`config.mk`:
```
export PLATFORM = sky130hd
export DESIGN_NAME = tx_gearbox_flat
export DESIGN_NICKNAME = d
export VERILOG_FILES = /design/src/rtl/pcs_pkg.sv /design/src/rtl/tx_gearbox_if.sv /design/src/rtl/tx_gearbox.sv /design/src/flat_wrapper.sv
export SDC_FILE = /design/constraint.sdc
export NUM_CORES = 1
export LEC_CHECK = 0
export ABC_AREA = 1
export BUFFER_PORTS_ARGS = -buffer_cell sky130_fd_sc_hd__buf_2
export CAP_MARGIN = 20
export CORE_MARGIN = 2
export CORE_UTILIZATION = 35
export CTS_CLUSTER_DIAMETER = 150
export DETAILED_ROUTE_END_ITERATION = 10
export SKIP_CTS_REPAIR_TIMING = 1
export SLEW_MARGIN = 25
export SYNTH_ARGS = -nofsm -noshare
export SYNTH_HDL_FRONTEND = slang
export SYNTH_SLANG_ARGS = --single-unit
```
`constraint.sdc`:
```
create_clock -name i_clk -period 2.4 [get_ports i_clk]
set_clock_uncertainty 0.15 [all_clocks]
set_input_delay 0 -clock i_clk [delete_from_list [all_inputs] [get_ports i_clk]]
set_output_delay 0 -clock i_clk [all_outputs]
set_load 0.1 [all_outputs]
```
`src/rtl/pcs_pkg.sv`:
```
// pcs_pkg: constants and helpers shared by the 10GBASE-R PCS gearboxes and
// the receive block-lock logic.
//   GEARBOX_SEQ_MAX : last value of the 33-cycle gearbox sequence counter
//   SH_*            : sync header width and its two legal encodings
//   BLOCK_WIDTH     : 64b/66b block size in bits
//   WORD_WIDTH      : transceiver word width
package pcs_pkg;

  localparam int unsigned GEARBOX_SEQ_MAX = 32;
  localparam int unsigned SH_WIDTH        = 2;
  localparam logic [1:0]  SH_DATA         = 2'b01;
  localparam logic [1:0]  SH_CTRL         = 2'b10;
  localparam int unsigned BLOCK_WIDTH     = 66;
  localparam int unsigned WORD_WIDTH      = 32;

  // A sync header is legal only as 01 (data block) or 10 (control block).
  function automatic logic sh_valid(input logic [SH_WIDTH-1:0] sh);
    return (sh == SH_DATA) || (sh == SH_CTRL);
  endfunction

endpackage

```
`src/rtl/tx_gearbox_if.sv`:
```
// tx_gearbox_if: block-side word bus of the transmit gearbox.
//   i_header     : 2-bit sync header (meaningful on header-half words only)
//   i_data       : 32-bit payload half
//   o_ready      : word accepted at this edge when high
//   o_data       : gearboxed 32-bit word, bit 0 transmitted first
//   o_header_err : invalid sync header seen on an accepted header half
// master = upstream block source, slave = gearbox.
interface tx_gearbox_if;
  import pcs_pkg::*;

  logic [SH_WIDTH-1:0]   i_header;
  logic [WORD_WIDTH-1:0] i_data;
  logic                  o_ready;
  logic [WORD_WIDTH-1:0] o_data;
  logic                  o_header_err;

  modport master (
    output i_header, i_data,
    input  o_ready, o_data, o_header_err
  );

  modport slave (
    input  i_header, i_data,
    output o_ready, o_data, o_header_err
  );

endinterface

```
`src/rtl/tx_gearbox.sv`:
```
// tx_gearbox: 10GBASE-R transmit 64b/66b gearbox. Takes each 66-bit block as
// two 32-bit halves (header half carries the sync header plus payload [31:0],
// data half carries payload [63:32]) and emits a continuous 32-bit stream.
// Sixteen blocks fill exactly 33 words, so upstream is paused one cycle in 33.
// Ports:
//   i_clk     : transmit clock
//   i_reset_n : asynchronous active-low reset
//   bus       : tx_gearbox_if slave (i_header, i_data, o_ready, o_data,
//               o_header_err)
// Build option: define TX_GEARBOX_HDR_CHECK_EN to flag accepted header halves
// whose sync header is 00 or 11 on o_header_err; otherwise it is tied low.
module tx_gearbox
  import pcs_pkg::*;
(
  input  logic         i_clk,
  input  logic         i_reset_n,
  tx_gearbox_if.slave  bus
);

  localparam logic [5:0] SEQ_LAST = 6'(GEARBOX_SEQ_MAX);

  logic [5:0]  seq_q, seq_d;
  logic        half_q, half_d;
  logic [5:0]  cnt_q, cnt_d;     // valid residue bits, 0..32 between cycles
  logic [33:0] res_q, res_d;     // residue, LSB is the next bit to send
  logic [31:0] data_q, data_d;

  logic        accept_s;
  logic [65:0] in_bits_s;
  logic [5:0]  in_len_s;
  logic [65:0] merged_s;

  assign accept_s    = (seq_q != SEQ_LAST);
  assign bus.o_ready = accept_s;
  assign bus.o_data  = data_q;

  // Next-state: sequence counter, half flag, residue append and 32-bit drain.
  always_comb begin
    seq_d     = seq_q;
    half_d    = half_q;
    cnt_d     = cnt_q;
    res_d     = res_q;
    data_d    = data_q;
    in_bits_s = 66'd0;
    in_len_s  = 6'd0;

    if (seq_q >= SEQ_LAST) begin
      seq_d = 6'd0;
    end else begin
      seq_d = seq_q + 6'd1;
    end

    if (accept_s) begin
      half_d = ~half_q;
      if (!half_q) begin
        in_bits_s = {32'd0, bus.i_data, bus.i_header};
        in_len_s  = 6'd34;
      end else begin
        in_bits_s = {34'd0, bus.i_data};
        in_len_s  = 6'd32;
      end
    end else begin
      half_d = half_q;
    end

    // New bits land just above the residue; the low word goes out now.
    merged_s = {32'd0, res_q} | (in_bits_s << cnt_q);
    data_d   = merged_s[31:0];

    if (accept_s) begin
      res_d = merged_s[65:32];
      // Wraps through 64 at cnt=30 plus a header half; the true result
      // never exceeds 32, so the modulo-64 difference is exact.
      cnt_d = cnt_q + in_len_s - 6'd32;
    end else begin
      // Pause cycle: exactly 32 residue bits remain and all are sent.
      res_d = 34'd0;
      cnt_d = 6'd0;
    end
  end

  // State and output registers.
  always_ff @(posedge i_clk or negedge i_reset_n) begin
    if (!i_reset_n) begin
      seq_q  <= 6'd0;
      half_q <= 1'b0;
      cnt_q  <= 6'd0;
      res_q  <= 34'd0;
      data_q <= 32'd0;
    end else begin
      seq_q  <= seq_d;
      half_q <= half_d;
      cnt_q  <= cnt_d;
      res_q  <= res_d;
      data_q <= data_d;
    end
  end

`ifdef TX_GEARBOX_HDR_CHECK_EN
  logic hdr_err_q, hdr_err_d;

  // Flag an illegal sync header only on an accepted header half.
  always_comb begin
    hdr_err_d = 1'b0;
    if (accept_s && !half_q) begin
      hdr_err_d = ~sh_valid(bus.i_header);
    end else begin
      hdr_err_d = 1'b0;
    end
  end

  // Header error register.
  always_ff @(posedge i_clk or negedge i_reset_n) begin
    if (!i_reset_n) begin
      hdr_err_q <= 1'b0;
    end else begin
      hdr_err_q <= hdr_err_d;
    end
  end

  assign bus.o_header_err = hdr_err_q;
`else
  assign bus.o_header_err = 1'b0;
`endif

endmodule
```
`src/flat_wrapper.sv`:
```
// flat-port wrapper written by rule: the top's interface ports become plain ports
module tx_gearbox_flat import pcs_pkg::*;
  (i_clk, i_reset_n, bus_i_header, bus_i_data, bus_o_ready, bus_o_data, bus_o_header_err);
  tx_gearbox_if bus_i ();
  input  logic i_clk;
  input  logic i_reset_n;
  input wire logic [$bits(bus_i.i_header)-1:0] bus_i_header;
  input wire logic [$bits(bus_i.i_data)-1:0] bus_i_data;
  output wire logic [$bits(bus_i.o_ready)-1:0] bus_o_ready;
  output wire logic [$bits(bus_i.o_data)-1:0] bus_o_data;
  output wire logic [$bits(bus_i.o_header_err)-1:0] bus_o_header_err;
  assign bus_i.i_header = bus_i_header;
  assign bus_i.i_data = bus_i_data;
  assign bus_o_ready = bus_i.o_ready;
  assign bus_o_data = bus_i.o_data;
  assign bus_o_header_err = bus_i.o_header_err;
  tx_gearbox u_core (.i_clk(i_clk), .i_reset_n(i_reset_n), .bus(bus_i));
endmodule
```
==> results.py, run 1 <==
metrics = {
    "status": {
        "status": "finished clean",
    },
    "yosys": {
        "ys_ff_latch": 78,
        "netlist_area_um2": 5170,
        "ys_top_cells_by_area": "dfrtp_1 38%, nand3_1 21%, nand2_1 11%",
        "syn-num-nets": 776,
        "ys_seq_area_share_pct": 37.7,
        "synthArstFlopShare_pct": 100,
        "synthFlopType": "dfrtp_1",
        "syn-instance-count": 735,
        "syn_avg_cell_area_um2": 7.04,
        "yosys_warnings": 0,
        "yosysUniqueCellTypes": 35,
        "synth_edf_count": 0,
        "yosysTopAreaCellShare_pct": 37.7,
        "yosysTopAreaCell": "dfrtp_1",
    },
    "clock_network": {
        "cts_sinks": 78,
        "numCtsBuffers": 9,
        "cts_htree_levels": 3,
        "worstSkewPairLatency_ns": 0.34,
        "clk_path_buf_depth": 2,
        "cts.reportedPaths.clkPinSlew_ns": 0.07,
        "root_buffer": "clkbuf_16",
        "cts_tree": "done",
    },
    "route": {
        "drtIter0Drc": 372,
        "post_drt_wl_per_cell_um": 15.5,
        "drc": 0,
        "ant_nets": 0,
        "via_per_inst": 5.25,
        "vias": 5093,
        "drt_pre_antenna_iters": 6,
        "drt_wl_total_mm": 15.0,
    },
    "worst_setup_path": {
        "arrival_ns": 2.26,
        "worstPathRequired_ns": 2.52,
        "cp-end-kind": "flip-flop",
        "cp-start-kind": "flip-flop",
        "path_class": "flip-flop to flip-flop",
        "critPathMaxFanout": 44,
    },
    "sta": {
        "hold_viol": 0,
        "max_freq_mhz": 467,
        "rsz0062_at_grt": "no",
        "setup_viol": 0,
        "tns_ns": 0,
        "fin_crit_sh_pct": 89.2,
        "period_needed_ns": 2.14,
        "maxSlewViolCount": 0,
        "fin_ws_ns": 0.258,
    },
    "cells_and_area": {
        "antennaDiodeCount": 0,
        "nets": 823,
        "layout-drive-gt1-share_pct": 15.6,
        "mostFrequentLayoutCells": "219 x nand3_1, 158 x nand2_1, 78 x dfrtp_1, 67 x buf_2, 40 x inv_1",
        "multi_input_area_um2": 2740,
        "final_common_cell": "nand3_1",
        "seq_area_um2": 1950,
        "fillers": 1538,
        "area_growth_pct": 15.4,
    },
    "pwr": {
        "p_per_area_nw_per_um2": 542,
        "power_mw": 3.23,
        "leakage_nw": 3.00,
        "vdd_drop_max_uv": 357,
    },
    "global_routing": {
        "grt_max_degree": 79,
        "grt_pass1_wl_mm": 25.1,
        "grt_pass1_vias": 5019,
        "overflow": 0,
        "antenna_found_initial": 0,
        "track_usage_pct": 19.9,
    },
    "placed_design": {
        "io_buffer_count": 68,
        "place_congestion": 0.926,
        "post-place-ws_ns": 0.271,
        "dp_hpwl_mm": 11.0,
    },
    "run": {
        "maxCapViolCount": 0,
    },
    "die": {
        "die_w_um": 126,
        "coreArea_um2": 14500,
        "start_util_pct": 35.7,
        "fp.dieArea_um2": 15800,
        "fp-row-count": 44,
        "die_y_um": 126,
        "io_pins": 70,
    },
    "min_path": {
        "worstHoldPathType": "input port to async pin",
    },
}
==> layout make-up <==
class                   count  share of cell area, %
multi-input cells         553                   45.9
repair buffers             94                   9.68
clock buffers              11                   3.90
inverters                  46                   2.93
clock inverters             5                   1.01
well taps                 184                   3.86
flip-flops and latches     78                   32.7
==> routing by layer <==
layer,up-vias,global-route usage (%),wire (µm)
li1,2583,-,-
met5,-,0,0
met4,0,9.02,604
met2,129,34.5,7420
met1,2346,24.4,6410
met3,35,3.25,573
==> cells in the mapped netlist (2+ instances only) <==
| master | count |
|---|---|
| a21boi_1 | 2 |
| o21ai_0 | 28 |
| dfrtp_1 | 78 |
| ha_1 | 5 |
| inv_2 | 4 |
| inv_1 | 40 |
| nor2_1 | 33 |
| mux2i_1 | 3 |
| buf_2 | 19 |
| o21ai_1 | 21 |
| a31o_2 | 6 |
| o211ai_1 | 2 |
| xor2_1 | 3 |
| a21oi_1 | 28 |
| buf_6 | 6 |
| buf_1 | 12 |
| a21o_1 | 5 |
| xnor2_1 | 2 |
| nand3_1 | 219 |
| nand4_1 | 4 |
| o21bai_1 | 22 |
| nand2_1 | 158 |
| buf_4 | 5 |
| o21ai_2 | 4 |
| clkbuf_1 | 16 |
==> sequential cells by signal, indices dropped and copies added, names as in the netlist <==
name	count
u_core.seq_q	6
u_core.bus.o_data	32
u_core.res_q	34
u_core.cnt_q	5
u_core.half_q	1
==> critical path, stage by stage, from the launching register on <==
cell     delay (ns)
dfrtp_1        0.39
inv_1          0.06
ha_1           0.19
nand2_1        0.07
inv_2          0.04
nand3_4        0.10
buf_12         0.22
nand4_1        0.16
or2_1          0.27
nor2_1         0.13
nand2_1        0.06
nand2_1        0.07
inv_1          0.03
a21oi_1        0.12
==> cells by family (layout without fill, tap and decap cells) <==
group | Yosys count | count (layout) | share of synthesized area (%)
buf+inv | 104 | 156 | 9.29
fa+ha+maj | 5 | 5 | 1.21
xor+xnor | 5 | 5 | 0.847
other cells | 1 | 1 | 0.0725
simple gates | 419 | 419 | 36.4
flops | 78 | 78 | 37.7
compound gates | 120 | 120 | 13.9
mux | 3 | 3 | 0.580
==> final timing paths <==
kind	to	from	slack, ns	cells after the start
hold reg to reg	u_core.bus.o_data[13]	u_core.res_q[13]	0.28	1
setup reg to reg	u_core.res_q[0]	u_core.seq_q[0]	0.26	13
hold / removal	u_core.bus.o_data[19]	i_reset_n	0.06	3
setup / recovery	u_core.res_q[0]	u_core.seq_q[0]	0.26	13
max in group asynchronous	u_core.res_q[9]	i_reset_n	1.71	3
min in group i_clk	u_core.res_q[30]	bus_i_data[30]	0.18	7
==> report_power, final <==
| part | internal, mW | switching, mW | total [mW] | leakage [nW] |
|---|---|---|---|---|
| Clock | 0.808 | 0.554 | 1.36 | 0.140 |
| Combinational | 0.115 | 0.390 | 0.505 | 1.89 |
| Sequential | 1.36 | 0.0113 | 1.37 | 0.971 |
| Total | 2.28 | 0.955 | 3.23 | 3.00 |
==> through the flow <==
stage               hold slack, ns  utilization, %  cells  instance area, µm²
global route                 0.137            41.2    971                5970
detailed placement         -0.0932            39.1    954                5670
floorplan                   -0.446               -    735                5170
CTS                         -0.452            41.2    970                5960
finish                      0.0604            41.2    971                5970
global placement           -0.0899            39.1    954                5670
No activity file was read; power rests on OpenSTA's default activity.
==> run 2, diff against run 1 <==
--- a/config.mk
+++ b/config.mk
@@ -12,6 +12,7 @@
 export CORE_UTILIZATION = 35
 export CTS_CLUSTER_DIAMETER = 150
 export DETAILED_ROUTE_END_ITERATION = 10
+export PLACE_DENSITY_LB_ADDON = 0.3
 export SKIP_CTS_REPAIR_TIMING = 1
 export SLEW_MARGIN = 25
 export SYNTH_ARGS = -nofsm -noshare
==> run 2 against run 1 <==
Compared with the run above: the run now ends with negative hold slack left; highest routed layer unchanged; utilization up 0.10 points; first-iteration DRC count down 3.0%; die area unchanged; global-route usage down 0.66 points; via count down 0.14%; sequential share of layout area down 0.082 points; total power up 5.2%; sequential power about the same; design area up 0.25%; worst setup slack worse by 0.067 ns; register-to-register slack worse by 0.07 ns.
==> results.py, run 2 (same netlist as run 1, synthesis figures left out) <==
metrics = {
    "die": {
        "fp.dieArea_um2": 15800,
        "fp-row-count": 44,
        "coreArea_um2": 14500,
        "die_w_um": 126,
        "start_util_pct": 35.7,
        "io_pins": 70,
        "die_y_um": 126,
    },
    "global_routing": {
        "grt_max_degree": 51,
        "antenna_found_initial": 0,
        "track_usage_pct": 19.3,
        "grt_pass1_wl_mm": 24.2,
        "grt_pass1_vias": 4801,
        "overflow": 0,
    },
    "pwr": {
        "leakage_nw": 3.01,
        "p_per_area_nw_per_um2": 568,
        "vdd_drop_max_uv": 357,
        "power_mw": 3.40,
    },
    "clock_network": {
        "worstSkewPairLatency_ns": 0.35,
        "clk_path_buf_depth": 2,
        "cts.reportedPaths.clkPinSlew_ns": 0.07,
        "numCtsBuffers": 9,
        "cts_tree": "done",
        "cts_htree_levels": 3,
        "cts_sinks": 78,
        "root_buffer": "clkbuf_16",
    },
    "cells_and_area": {
        "largest_register_ffs": 34,
        "area_growth_pct": 15.7,
        "stdcell_area_um2": 5980,
        "layout-drive-gt1-share_pct": 15.6,
        "mostFrequentLayoutCells": "219 x nand3_1, 158 x nand2_1, 78 x dfrtp_1, 67 x buf_2, 40 x inv_1",
        "fillers": 1538,
        "multi_input_area_um2": 2740,
        "final_common_cell": "nand3_1",
        "seq_area_um2": 1950,
        "final_cells": 968,
        "antennaDiodeCount": 0,
        "nets": 820,
        "regMostFlops": "u_core.res_q",
        "utilization_pct": 41.3,
    },
    "sta": {
        "fin_ws_ns": 0.192,
        "setup_viol": 0,
        "tightest_slew_ns": 0.580,
        "max_slew_margin_pct": 61.2,
        "fin_crit_sh_pct": 92.0,
        "maxSlewViolCount": 0,
        "max_freq_mhz": 453,
        "hold_slack_ns": -0.0271,
        "rsz0062_at_grt": "yes",
        "tns_ns": 0,
        "period_needed_ns": 2.21,
        "hold_viol": 28,
    },
    "worst_setup_path": {
        "path_class": "flip-flop to flip-flop",
        "cp-end-kind": "flip-flop",
        "arrival_ns": 2.35,
        "cp-start-kind": "flip-flop",
        "worstPathRequired_ns": 2.54,
        "critPathMaxFanout": 17,
    },
    "route": {
        "drt_pre_antenna_iters": 5,
        "via_per_inst": 5.25,
        "drt_wl_total_mm": 14.8,
        "post_drt_wl_per_cell_um": 15.3,
        "drc": 0,
        "drtIter0Drc": 361,
        "ant_nets": 0,
        "vias": 5086,
    },
    "run": {
        "maxCapViolCount": 0,
    },
    "placed_design": {
        "dp_hpwl_mm": 10.8,
        "post-place-cells": 951,
        "place_area_um2": 5640,
        "io_buffer_count": 68,
        "place_congestion": 0.874,
        "post-place-ws_ns": 0.204,
    },
    "status": {
        "violations": "negative hold slack",
        "status": "finished with violations",
    },
    "min_path": {
        "worstHoldPathType": "input port to async pin",
    },
}
## run 2: changes by cell type in the layout (fill, tap and decap cells not counted), sizes merged
cell,before,now
inv,45,48
clkinv,4,3
bufinv,1,2
clkinvlp,1,0
buf,93,90
clkbuf,11,9
## run 2: critical path, stage by stage (launching register included)
cell	delay, ns
dfrtp_1	0.39
inv_1	0.06
ha_1	0.18
nand2_1	0.07
inv_2	0.04
nand3_4	0.14
buf_4	0.23
nand3_1	0.11
nand2_1	0.08
nand2_1	0.05
o21ai_0	0.31
nand2_1	0.14
nand2_1	0.09
nand2_1	0.05
inv_1	0.04
## run 2: worst paths after layout
kind,from,to,slack [ns],cells past startpoint
min in group i_clk,bus_i_data[31],u_core.res_q[29],0.17,9
max in group asynchronous,i_reset_n,u_core.res_q[19],1.52,3
worst min register to register,u_core.res_q[22],u_core.bus.o_data[22],0.28,1
worst max-delay path,u_core.seq_q[0],u_core.res_q[21],0.19,14
worst min-delay path,i_reset_n,u_core.bus.o_data[12],-0.03,2
worst max register to register,u_core.seq_q[0],u_core.res_q[21],0.19,14
## run 2: layout make-up
class | instances | area share (%)
multi-input cells | 553 | 45.8
clock inverters | 7 | 1.76
flip-flops and latches | 78 | 32.6
well taps | 184 | 3.85
repair buffers | 91 | 9.28
inverters | 46 | 2.93
clock buffers | 9 | 3.76
## run 2: routing by layer
metal	part of all wire, %	vias to the layer above	wire length [µm]	GRT usage, %
met5	0	-	0	0
met3	3.6	27	533	3.89
met4	2.5	0	367	6.21
li1	-	2577	-	-
met1	43	2367	6390	23.6
met2	51	115	7510	34.0
## run 2: power breakdown
group	internal [mW]	switching, mW	total [mW]	leakage, nW
Sequential	1.36	0.0101	1.37	0.971
Clock	0.929	0.600	1.53	0.164
Combinational	0.115	0.391	0.506	1.88
Total	2.40	1.00	3.40	3.01
==> run 3, diff against run 2 <==
==> constraint.sdc (replaced) <==
create_clock -name i_clk -period 2.7 [get_ports i_clk]
set_clock_uncertainty 0.15 [all_clocks]
set_input_delay 0 -clock i_clk [delete_from_list [all_inputs] [get_ports i_clk]]
set_output_delay 0 -clock i_clk [all_outputs]
set_load 0.1 [all_outputs]
==> run 3 against run 2 <==
Compared with the run above: the run now ends clean; global-route usage rose by 0.99 points; clock power fell by 12%; sequential power fell by 12%; flip-flop and latch count did not move; utilization fell by 0.52 points; clock-buffer cell count rose by 2; combinational power fell by 11%; critical path depth did not move; maximum frequency fell by 8.9%; die area did not move; sequential share of layout area rose by 0.41 points; non-clock buffer count fell by 6; largest cell class unchanged.
==> results.py, run 3 (same netlist as run 1, synthesis figures left out) <==
metrics = {
    "die": {
        "fp-row-count": 44,
        "fp.dieArea_um2": 15800,
        "die_y_um": 126,
        "start_util_pct": 35.7,
        "coreArea_um2": 14500,
        "die_w_um": 126,
        "io_pins": 70,
    },
    "status": {
        "status": "finished clean",
    },
    "pwr": {
        "leakage_nw": 2.97,
        "vdd_drop_max_uv": 311,
        "p_per_area_nw_per_um2": 509,
        "power_mw": 3.01,
    },
    "route": {
        "ant_nets": 0,
        "drt_wl_total_mm": 15.2,
        "drc": 0,
        "drt_pre_antenna_iters": 5,
        "via_per_inst": 5.36,
        "post_drt_wl_per_cell_um": 15.8,
        "vias": 5154,
        "drtIter0Drc": 457,
    },
    "worst_setup_path": {
        "cp-start-kind": "flip-flop",
        "path_class": "flip-flop to flip-flop",
        "worstPathRequired_ns": 2.83,
        "slowest_delay_ns": 0.41,
        "worstPathCellList": "inv_1 -> ha_1 -> nand2_1 -> inv_2 -> nand3_4 -> buf_12 -> nand3_1 -> nand2_1 -> nand2_1 -> o21ai_0 -> nand2_1 -> nand2_1 -> nand2_1 -> inv_1",
        "crit_top_cell": "nand2_1",
        "cp-end-kind": "flip-flop",
        "arrival_ns": 2.55,
        "cp_slowest_cell": "o21ai_0",
        "critPathMaxFanout": 46,
    },
    "min_path": {
        "worstHoldPathType": "input port to async pin",
    },
    "cells_and_area": {
        "final_common_cell": "nand3_1",
        "area_growth_pct": 14.2,
        "utilization_pct": 40.8,
        "nets": 814,
        "layout-drive-gt1-share_pct": 14.8,
        "regMostFlops": "u_core.res_q",
        "antennaDiodeCount": 0,
        "largest_register_ffs": 34,
        "mostFrequentLayoutCells": "219 x nand3_1, 158 x nand2_1, 78 x dfrtp_1, 67 x buf_2, 40 x inv_1",
        "stdcell_area_um2": 5910,
    },
    "global_routing": {
        "grt_max_degree": 58,
        "antenna_found_initial": 1,
        "overflow": 0,
        "grt_pass1_vias": 4955,
        "track_usage_pct": 20.3,
        "grt_pass1_wl_mm": 25.6,
    },
    "sta": {
        "maxSlewViolCount": 0,
        "hold_viol": 0,
        "period_needed_ns": 2.42,
        "fin_crit_sh_pct": 89.7,
        "hold_slack_ns": 0.00371,
        "rsz0062_at_grt": "no",
        "max_freq_mhz": 413,
        "setup_viol": 0,
        "tns_ns": 0,
        "tightest_slew_ns": 0.602,
        "max_slew_margin_pct": 59.8,
    },
    "placed_design": {
        "place_area_um2": 5570,
        "place_congestion": 0.897,
        "dp_hpwl_mm": 10.9,
        "io_buffer_count": 68,
    },
    "clock_network": {
        "root_buffer": "clkbuf_16",
        "cts.reportedPaths.clkPinSlew_ns": 0.06,
        "numCtsBuffers": 9,
        "clk_path_buf_depth": 2,
        "cts_htree_levels": 3,
        "cts_tree": "done",
        "worstSkewPairLatency_ns": 0.34,
        "cts_sinks": 78,
    },
    "run": {
        "maxCapViolCount": 0,
    },
}
## run 3: cell count changes in the layout (fill, tap and decap cells not counted), sizes merged
cell    previous run  this run
clkbuf             9        11
clkinv             3         4
inv               48        45
buf               90        84
## run 3: metrics by stage
stage                     std cells  setup WS (ns)
after floorplan                 735          0.686
after global placement          945          0.376
after detailed placement        945          0.344
after CTS                       961          0.330
after global routing            962         0.0163
final                           962          0.277
## run 3: worst max-delay path, delay by kind of cell (launching register included)
family / cells / cell delay, ns
and+or+nand+nor: 8 / 0.81
buffers and inverters: 4 / 0.38
adders and majority gates: 1 / 0.19
AOI/OAI and AO/OA: 1 / 0.41
DFF: 1 / 0.39
## run 3: per-layer routing
metal	routed length (µm)	track usage, %
met4	571	8.17
met2	7450	35.0
met3	657	3.12
met1	6530	25.3
met5	0	0
## run 3: path summary, 6_finish.rpt
kind,from,endpoint,slack [ns],depth (start not counted)
min in group i_clk,bus_i_data[2],u_core.res_q[2],0.17,7
worst max-delay path,u_core.seq_q[0],u_core.res_q[21],0.28,14
worst min register to register,u_core.res_q[22],u_core.bus.o_data[22],0.28,1
max in group asynchronous,i_reset_n,u_core.res_q[1],1.72,3
worst min-delay path,i_reset_n,u_core.bus.o_data[9],0.004,2
worst max register to register,u_core.seq_q[0],u_core.res_q[21],0.28,14
## run 3: power by group
group          leakage (nW)  total [mW]  internal [mW]  switching, mW
clock network         0.160        1.35          0.838          0.508
logic                  1.84       0.450          0.101          0.349
registers             0.971        1.21           1.20        0.00899
## run 3: final cells by class
cell class	count	area (µm²)
sequential	78	1950
timing repair buffer	85	485
fill	1511	8570
tap	184	230
clock inverter	5	82.6
multi-input combinational	553	2740
clock buffer	11	243
inverter	46	175
